--- config.mk ---
export PLATFORM = sky130hd
export DESIGN_NAME = seg7_scan_driver
export DESIGN_NICKNAME = d
export VERILOG_FILES = /design/src/rtl/seg7_pkg.sv /design/src/rtl/seg7_hex_decode.sv /design/src/rtl/seg7_scan_driver.sv
export SDC_FILE = /design/constraint.sdc
export NUM_CORES = 1
export LEC_CHECK = 0
export ABC_AREA = 0
export ABC_CLOCK_PERIOD_IN_PS = 7000
export BUFFER_PORTS_ARGS = -buffer_cell sky130_fd_sc_hd__buf_2
export CAP_MARGIN = 5
export CORE_UTILIZATION = 56
export DETAILED_ROUTE_END_ITERATION = 16
export PLACE_DENSITY = 0.76
export SKIP_LAST_GASP = 1
export SLEW_MARGIN = 20
export SYNTH_ARGS = -nofsm -noshare
export SYNTH_HDL_FRONTEND = slang
export SYNTH_HIERARCHICAL = 1
export SYNTH_SLANG_ARGS = --single-unit
export TNS_END_PERCENT = 100
--- constraint.sdc ---
create_clock -name clk_100MHz -period 7 [get_ports clk_100MHz]
set_input_delay 0 -clock clk_100MHz [delete_from_list [all_inputs] [get_ports clk_100MHz]]
set_output_delay 0 -clock clk_100MHz [all_outputs]
set_load 0.02 [all_outputs]
--- src/rtl/seg7_pkg.sv ---
// Shared constants for the seven-segment display path: segment ordering and
// the active-high hex glyph table used by the nibble decoder.
package seg7_pkg;

  // Segment bit positions inside a pattern; seg[0] is segment a.
  typedef enum int unsigned {
    SEG_A = 0,
    SEG_B = 1,
    SEG_C = 2,
    SEG_D = 3,
    SEG_E = 4,
    SEG_F = 5,
    SEG_G = 6
  } seg_idx_t;

  // Pattern written left to right as a b c d e f g, 1 = segment lit.
  typedef logic [0:6] seg_pattern_t;

  // Glyphs 0-9, A, b, C, d, E, F.
  localparam seg_pattern_t HEX_SEG_TABLE [16] = '{
    7'b1111110, 7'b0110000, 7'b1101101, 7'b1111001,
    7'b0110011, 7'b1011011, 7'b1011111, 7'b1110000,
    7'b1111111, 7'b1111011, 7'b1110111, 7'b0011111,
    7'b1001110, 7'b0111101, 7'b1001111, 7'b1000111
  };

endpackage

--- src/rtl/seg7_hex_decode.sv ---
// Combinational hex nibble to active-high seven-segment pattern.
module seg7_hex_decode
  import seg7_pkg::*;
(
  input  logic [3:0]   nibble,
  output seg_pattern_t pattern
);

  assign pattern = HEX_SEG_TABLE[nibble];

endmodule

--- src/rtl/seg7_scan_driver.sv ---
// Multiplexed hex seven-segment driver. The display word is double-buffered
// and only swapped at the frame wrap so a frame never mixes old and new data.
// Per-digit dp, leading-zero blanking, PWM dimming and blink are applied
// before a single registered output stage.
module seg7_scan_driver
  import seg7_pkg::*;
#(
  parameter int NUM_DIGITS     = 8,
  parameter int REFRESH_COUNT  = 100_000,
  parameter int BRIGHT_BITS    = 4,
  parameter int BLINK_COUNT    = 50_000_000,
  parameter int SEG_ACTIVE_LOW = 1,
  parameter int AN_ACTIVE_LOW  = 1
) (
  input  logic                      clk_100MHz,
  input  logic                      reset_n,
  input  logic                      dm_write,
  input  logic [4*NUM_DIGITS-1:0]   data_in,
  input  logic [NUM_DIGITS-1:0]     dp_in,
  input  logic                      blank_lz,
  input  logic [BRIGHT_BITS-1:0]    brightness,
  input  logic [NUM_DIGITS-1:0]     blink_mask,
  output logic [0:6]                seg,
  output logic                      dp,
  output logic [NUM_DIGITS-1:0]     digit,
  output logic                      frame_done
);

  localparam int SEL_W = (NUM_DIGITS > 1) ? $clog2(NUM_DIGITS) : 1;
  localparam int TMR_W = (REFRESH_COUNT > 1) ? $clog2(REFRESH_COUNT) : 1;
  localparam int BLK_W = (BLINK_COUNT > 1) ? $clog2(BLINK_COUNT) : 1;

  localparam logic [TMR_W-1:0] TMR_LAST = TMR_W'(REFRESH_COUNT - 1);
  localparam logic [BLK_W-1:0] BLK_LAST = BLK_W'(BLINK_COUNT - 1);
  localparam logic [SEL_W-1:0] SEL_LAST = SEL_W'(NUM_DIGITS - 1);

  // Inactive levels; XOR with an active-high value gives the pin level.
  localparam seg_pattern_t              SEG_INV = (SEG_ACTIVE_LOW != 0) ? 7'h7F : 7'h00;
  localparam logic                      DP_INV  = (SEG_ACTIVE_LOW != 0);
  localparam logic [NUM_DIGITS-1:0]     AN_INV  = (AN_ACTIVE_LOW != 0) ? '1 : '0;
  localparam logic [NUM_DIGITS-1:0]     AN_ONE  = NUM_DIGITS'(1);

  logic [4*NUM_DIGITS-1:0] pending_word;
  logic [NUM_DIGITS-1:0]   pending_dp;
  logic                    pending_valid;
  logic [4*NUM_DIGITS-1:0] disp_word;
  logic [NUM_DIGITS-1:0]   disp_dp;

  logic [TMR_W-1:0]        digit_timer;
  logic [SEL_W-1:0]        digit_sel;
  logic [BRIGHT_BITS-1:0]  pwm_cnt;
  logic [BLK_W-1:0]        blink_cnt;
  logic                    blink_phase;

  logic                    slot_end;
  logic                    frame_wrap;

  logic [3:0]              cur_nibble;
  logic                    cur_dp;
  logic                    cur_blink;
  logic                    lz_keep;
  logic                    lz_blank;
  logic                    lit;
  seg_pattern_t            cur_pattern;

  seg_pattern_t            seg_p1;
  logic                    dp_p1;
  logic [NUM_DIGITS-1:0]   digit_p1;
  logic                    frame_done_p1;

  assign slot_end   = (digit_timer == TMR_LAST);
  assign frame_wrap = slot_end && (digit_sel == SEL_LAST);

  // Digit slot timer and digit selector.
  always_ff @(posedge clk_100MHz or negedge reset_n) begin
    if (!reset_n) begin
      digit_timer <= '0;
      digit_sel   <= '0;
    end else if (slot_end) begin
      digit_timer <= '0;
      digit_sel   <= (digit_sel == SEL_LAST) ? '0 : digit_sel + 1'b1;
    end else begin
      digit_timer <= digit_timer + 1'b1;
    end
  end

  // Double buffer: writes land in pending, pending moves to displayed on wrap.
  always_ff @(posedge clk_100MHz or negedge reset_n) begin
    if (!reset_n) begin
      pending_word  <= '0;
      pending_dp    <= '0;
      pending_valid <= 1'b0;
      disp_word     <= '0;
      disp_dp       <= '0;
    end else begin
      if (frame_wrap && pending_valid) begin
        disp_word <= pending_word;
        disp_dp   <= pending_dp;
      end
      if (dm_write) begin
        pending_word  <= data_in;
        pending_dp    <= dp_in;
        pending_valid <= 1'b1;
      end else if (frame_wrap) begin
        pending_valid <= 1'b0;
      end
    end
  end

  // Free-running PWM sub-counter and blink phase generator.
  always_ff @(posedge clk_100MHz or negedge reset_n) begin
    if (!reset_n) begin
      pwm_cnt     <= '0;
      blink_cnt   <= '0;
      blink_phase <= 1'b0;
    end else begin
      pwm_cnt <= pwm_cnt + 1'b1;
      if (blink_cnt == BLK_LAST) begin
        blink_cnt   <= '0;
        blink_phase <= ~blink_phase;
      end else begin
        blink_cnt <= blink_cnt + 1'b1;
      end
    end
  end

  // Select the current digit's data and decide whether it may light.
  always_comb begin
    cur_nibble = '0;
    cur_dp     = 1'b0;
    cur_blink  = 1'b0;
    lz_keep    = 1'b0;
    for (int i = 0; i < NUM_DIGITS; i++) begin
      if (digit_sel == SEL_W'(i)) begin
        cur_nibble = disp_word[4*i +: 4];
        cur_dp     = disp_dp[i];
        cur_blink  = blink_mask[i];
      end
      // A nonzero nibble or a dp at or left of this digit makes it significant.
      if ((i >= int'(digit_sel)) && ((disp_word[4*i +: 4] != 4'h0) || disp_dp[i])) begin
        lz_keep = 1'b1;
      end
    end
    lz_blank = blank_lz && (digit_sel != '0) && !lz_keep;
    lit      = (pwm_cnt <= brightness) && !lz_blank && !(blink_phase && cur_blink);
  end

  seg7_hex_decode u_decode (
    .nibble  (cur_nibble),
    .pattern (cur_pattern)
  );

  // Output register stage: one anode at most, polarity applied here.
  always_ff @(posedge clk_100MHz or negedge reset_n) begin
    if (!reset_n) begin
      seg_p1        <= SEG_INV;
      dp_p1         <= DP_INV;
      digit_p1      <= AN_INV;
      frame_done_p1 <= 1'b0;
    end else begin
      frame_done_p1 <= frame_wrap;
      if (lit) begin
        seg_p1   <= cur_pattern ^ SEG_INV;
        dp_p1    <= cur_dp ^ DP_INV;
        digit_p1 <= (AN_ONE << digit_sel) ^ AN_INV;
      end else begin
        seg_p1   <= SEG_INV;
        dp_p1    <= DP_INV;
        digit_p1 <= AN_INV;
      end
    end
  end

  assign seg        = seg_p1;
  assign dp         = dp_p1;
  assign digit      = digit_p1;
  assign frame_done = frame_done_p1;

endmodule

== Word level (Yosys, flattened, before mapping) ==
Memories as Yosys holds them, arrays and structs flattened.
Cells that the tools add are included.

* Eq/ne operators: 9
* Multiplexer cells: 42
* Order comparisons: 9
* Bitwise logic cells: 5
* Reduce and logical (&&, ||, !) cells: 36
* Add/subtract/negate cells: 4
* Shift-type cells: 1

{| class="wikitable"
|+ Operator list
! cell !! number
|-
| $mux 4 || 8
|-
| $reduce_bool 4->1 || 8
|-
| $mux 1 || 27
|-
| $add 26x1->26 const B || 1
|-
| $eq 26x26->1 const B || 1
|-
| $mux 26 || 1
|-
| $mux 7 || 3
|-
| $add 17x1->17 const B || 1
|-
| $eq 17x17->1 const B || 1
|-
| $mux 17 || 1
|-
| $logic_and 1x1->1 || 14
|-
| $eq 3x3->1 const B || 4
|-
| $ge 3x3->1 const A || 3
|-
| $logic_or 1x1->1 || 8
|-
| $mux 8 || 1
|-
| $not 8->8 || 1
|-
| $shl 1x3->8 const A || 1
|-
| $not 7->7 || 1
|-
| $eq 3x2->1 const B || 2
|-
| $ge 1x3->1 const A || 2
|-
| $ge 2x3->1 const A || 2
|-
| $ge 5x5->1 const B || 1
|-
| $not 4->5 || 1
|-
| $add 4x1->4 const B || 1
|-
| 9 further kinds || 12
|}

* Word-level logic and storage cells: 121
* Output and inout port bits: 17
* Bits in registers: 149
* ROM bits: 112
* Bits of input ports: 56
* Memories kept: 1

{| class="wikitable"
|+ Memory list
! memory !! words !! bits a word !! read ports !! clocked after memory_dff !! wr ports !! RTL line !! text
|-
| (name not given) || 16 || 7 || 1 || 0 || 0 || seg7_hex_decode.sv:9 || <nowiki>assign pattern = HEX_SEG_TABLE[nibble];</nowiki>
|}

== Logic depth before layout (Yosys ltp) ==
* Depth after elaboration: 17
* Mapped depth: 15
* Mapped depth without buffers: 13

== Cells and area by module ==
The synthesis kept the hierarchy.

{| class="wikitable"
|+ Modules (own cells, without submodules)
! module !! cells an instance !! area each (um2) !! instances !! seq. area each (um2)
|-
| seg7_scan_driver || 562 || 6,787.8 || 1 || 3,748.6
|-
| seg7_hex_decode || 33 || 286.5 || 1 || 0.0
|}

== Worst setup path before layout ==
OpenSTA, ideal clock, no wires.

* Kind: register -> register
* Start point: register digit_sel[0]
* End point: register seg_p1[3], in the netlist seg[3]
* Path buffers: 3
* Clock period less this slack: 3,155 ps
* Required time: 6,935 ps
* Arrival: 3,089 ps
* Cell stages (with the launch flop): 15
* Setup slack: 3,845 ps
* Library setup time: 65 ps
* Path through: dfrtp_1 clkbuf_1 inv_1 ha_1 clkbuf_1 inv_1 clkbuf_1 a31oi_1 a221oi_1 o21ai_0 mux2_2 inv_1 ha_1 mux4_2 nand3_1

* Elaborated cells on any way between the ends: 61
* Classes of those cells: order compare: 7; eq/ne: 7; mux: 27; bitwise: 2; reduce/logical: 17; memory: 1

{| class="wikitable"
|+ RTL lines
! element !! RTL line !! text
|-
| start: declaration || seg7_scan_driver.sv:50 || <nowiki>logic [SEL_W-1:0] digit_sel;</nowiki>
|-
| start signal: assignment || seg7_scan_driver.sv:81 || <nowiki>digit_sel <= (digit_sel == SEL_LAST) ? '0 : digit_sel + 1'b1;</nowiki>
|-
| $logic_not 3->1 || seg7_scan_driver.sv:134 || <nowiki>if (digit_sel == SEL_W'(i)) begin</nowiki>
|-
| $mux 4 (7 in series) || seg7_scan_driver.sv:134 ||
|-
| $mux 4 (*) || seg7_scan_driver.sv:134 ||
|-
| via cur_nibble[0] || seg7_scan_driver.sv:58 || <nowiki>logic [3:0] cur_nibble;</nowiki>
|-
| $not 4->5 (not written as such) (*) || seg7_hex_decode.sv:9 ||
|-
| $mem_v2 16x7 (*) || n/a ||
|-
| $mux 7 (not written as such) (*) (2 in series) || seg7_hex_decode.sv:9 ||
|-
| via cur_pattern[3] || seg7_scan_driver.sv:64 || <nowiki>seg_pattern_t cur_pattern;</nowiki>
|-
| $not 7->7 (no source line) (*) || n/a ||
|-
| $mux 7 (*) || seg7_scan_driver.sv:162 || <nowiki>if (lit) begin</nowiki>
|-
| end signal: assignment || seg7_scan_driver.sv:163 || <nowiki>seg_p1 <= cur_pattern ^ SEG_INV;</nowiki>
|-
| end: declaration || seg7_scan_driver.sv:66 || <nowiki>seg_pattern_t seg_p1;</nowiki>
|}

The timed path passes the listed nets; every way through them passes the cells marked *. The select of a mux whose other input is x is not followed.
A chain may end at the register's enable or synchronous reset.

== Final worst setup path ==
Ends and elaborated chain as after synthesis.

==> results.cfg <==
[timing]
tightestPinTransition_ns = 0.903
rsz0062_at_grt = no
setup_tns_ns = 0
setup_violations = 0
layout_min_cycle_time_ns = 3.63
finalCritPeriodShare = 0.518
fmax_mhz = 276
max_slew_margin = 0.398
slew_violations = 0
finClkSkew_ns = 0.0122
timing_hold_violations_final = 0

[routing]
postRouteAntennaNets = 0
drtIter0Drc = 280
avgViaCountPerCell = 5.43
dr.pass1.iters = 4
wirelength_um = 14000
wl_per_cell_um = 15.9
vias = 4771
drcViolationCount = 0

[synthesis]
syn_inst = 595
synth-main-ff-cell = dfrtp_1
ys_warn_count = 6
ys_seq_area_frac = 0.530
synth_nets = 671
synth_seq_cells = 149
async_flop_share = 1.00
yosysUniqueCellTypes = 54
synth_area_um2 = 7070
syn_area_per_cell_um2 = 11.9
synth-edff-count = 0

[global_route]
use_met3 = 0.0540
top_usage_layer = met2
grt_pass1_vias = 4808
grt_pass1_wl_um = 23600
overflow = 0
antenna_found_initial = 0
grt_use_met1 = 0.306
grtUsageTotal = 0.236
grt_max_degree = 78
use_met2 = 0.389

[placement]
portBuffers = 72
gp_congestion = 0.887
dp_hpwl_um = 9380
place_area_um2 = 7500

[clocking]
post_cts_buffers = 0
root_buffer = clkbuf_16
ctsHtreeMaxLevel = 4
clk_pin_slew_worst_paths_ns = 0.06
cts_tree = done
insertion_delay_ns = 0.42
clk_path_buf_depth = 2
cts_buffers = 17
cts.sinks = 149

[floorplan]
die_y_um = 114
die_w_um = 114
die-area_um2 = 13100
start_util = 0.582
pin_count = 73
core_area_um2 = 12200
floorplan.rows = 40

[cells_and_area]
syn_to_final_growth_pct = 20.5
multi_input_area_um2 = 3110
design_area_um2 = 8520
nNetsFinal = 775
drive_above_1_share = 0.297
fillers = 851
diodes = 0
regArea_um2 = 3750

[run_status]
outcome = completed

[setup_path]
timing.rr.start = digit_sel[0]
cp_slowest_stage_delay_ns = 0.56
rrSetupSlack_ns = 3.37
cp_top_family = adder cells
start_kind = flop
cp.required_ns = 7.34
slowest_stage = ha_1
crit_arrival_ns = 3.97
critPathMaxFanout = 17
cpMostUsedCell = inv_1
crit_type = reg2reg
critical_path.cell_chain = inv_1 > ha_1 > inv_1 > nor2_1 > a31oi_1 > a221oi_1 > o21ai_0 > mux2_2 > inv_1 > ha_1 > mux4_2 > nand3_1
cp-end-kind = flop
rr_worst_depth = 12
worstReg2RegEnd = seg[3]
path_buf_inv = 3

[hold_path]
min_path_type = in2async

[power]
peakVddDrop_uv = 281
power_density_nw_per_um2 = 225
leakage_nw = 4.06

[flow_run]
cap_violations = 0
## through the flow
stage          setup WS, ns  hold slack (ns)  power (mW)   util  std cells
6_report               3.37            0.182        1.92  0.701        879
5_1_grt                3.14            0.240        1.98  0.701        879
4_1_cts                3.45            0.203        1.93  0.700        879
3_5_place_dp           3.48           0.0454       0.990  0.617        807
3_3_place_gp           3.66           0.0439       0.986  0.617        807
2_1_floorplan          3.85           -0.296       0.946      -        595
## synthesized netlist by cell type, types with 3 or more instances
library cell,instances,area [um^2]
or3_1,4,25.0
xor2_1,25,219
clkbuf_1,21,78.8
or4_1,6,45.0
dfrtp_1,133,3330
a21oi_1,20,100
nor4b_1,3,26.3
xnor2_1,14,123
nor3_1,10,50.1
buf_6,6,67.6
o21ai_0,20,100
dfstp_2,16,420
mux2_2,44,495
nor2b_1,7,43.8
mux2_4,40,601
and4_1,3,26.3
nand2_1,36,135
and3_1,8,50.1
nand4_1,14,87.6
a31oi_1,5,31.3
inv_1,14,52.6
ha_1,20,250
mux2i_1,3,30.0
nor2_1,46,173
nand2b_1,5,31.3
a221oi_1,4,35.0
nand3_1,35,175
## cells by family after synthesis
kind of cell	Yosys count	synth area share
and+or+nand+nor	186	0.133
DFF	149	0.530
buffers and inverters	45	0.0311
adders and majority gates	20	0.0354
muxes	89	0.164
AOI/OAI and AO/OA	67	0.0584
xor gates and xnor gates	39	0.0483
## power by group
part / switching, mW / total, mW / internal, mW
logic: 0.0390 / 0.0902 / 0.0512
registers: 0.0143 / 0.901 / 0.887
clock network: 0.348 / 0.925 / 0.577
total: 0.401 / 1.92 / 1.52
## per-layer routing
| metal | vias up | wire [um] |
|---|---|---|
| met3 | 22 | 546 |
| met4 | 0 | 244 |
| li1 | 2303 | - |
| met2 | 113 | 6910 |
| met5 | - | 0 |
| met1 | 2333 | 6250 |
## cells in the final DEF, fill, tap and decap left out, types with 6 or more instances in the layout
cell type | netlist | routed
xnor2_1 | 14 | 14
inv_1 | 14 | 14
dlygate4sd3_1 | 0 | 41
mux2_4 | 40 | 40
or4_1 | 6 | 6
dfstp_2 | 16 | 16
o21ai_0 | 20 | 20
dfrtp_1 | 133 | 133
nor3_1 | 10 | 10
ha_1 | 20 | 20
and3_1 | 8 | 8
nand2_1 | 36 | 36
nor2b_1 | 7 | 7
nor2_1 | 46 | 46
nand4_1 | 14 | 14
buf_2 | 0 | 71
nand3_1 | 35 | 35
a21oi_1 | 20 | 20
clkbuf_16 | 0 | 17
mux2_2 | 44 | 44
xor2_1 | 25 | 25
## flip-flops by register name, summed over array words and instances, names as in the netlist, 3 cells and up
signal / count
seg: 7
digit: 8
disp_word: 32
blink_cnt: 26
pwm_cnt: 4
digit_sel: 3
pending_dp: 8
pending_word: 32
disp_dp: 8
digit_timer: 17
## how the worst max path moves through the flow
stage | depth (start not counted) | end | from
after CTS | 12 | seg[3] | digit_sel[0]
after floorplan | 14 | seg[3] | digit_sel[0]
final | 12 | seg[3] | digit_sel[0]
after detailed placement | 12 | seg[3] | digit_sel[0]
after global routing | 13 | seg[3] | digit_sel[0]
after global placement | 12 | seg[3] | digit_sel[0]
## final cells by class
cell class | instances | share of cell area
clock buffers | 19 | 0.0531
clock inverters | 12 | 0.0181
inverters | 16 | 0.00734
multi-input cells | 401 | 0.365
flip-flops and latches | 149 | 0.440
well taps | 168 | 0.0247
repair buffers | 114 | 0.0920
## repair_timing
| action | CTS | global route |
|---|---|---|
| endpoints found under the hold margin | 112 | 0 |
| resized for setup | 0 | 0 |
| hold buffers | 41 | 0 |
Power figures use the tool's default switching activity.
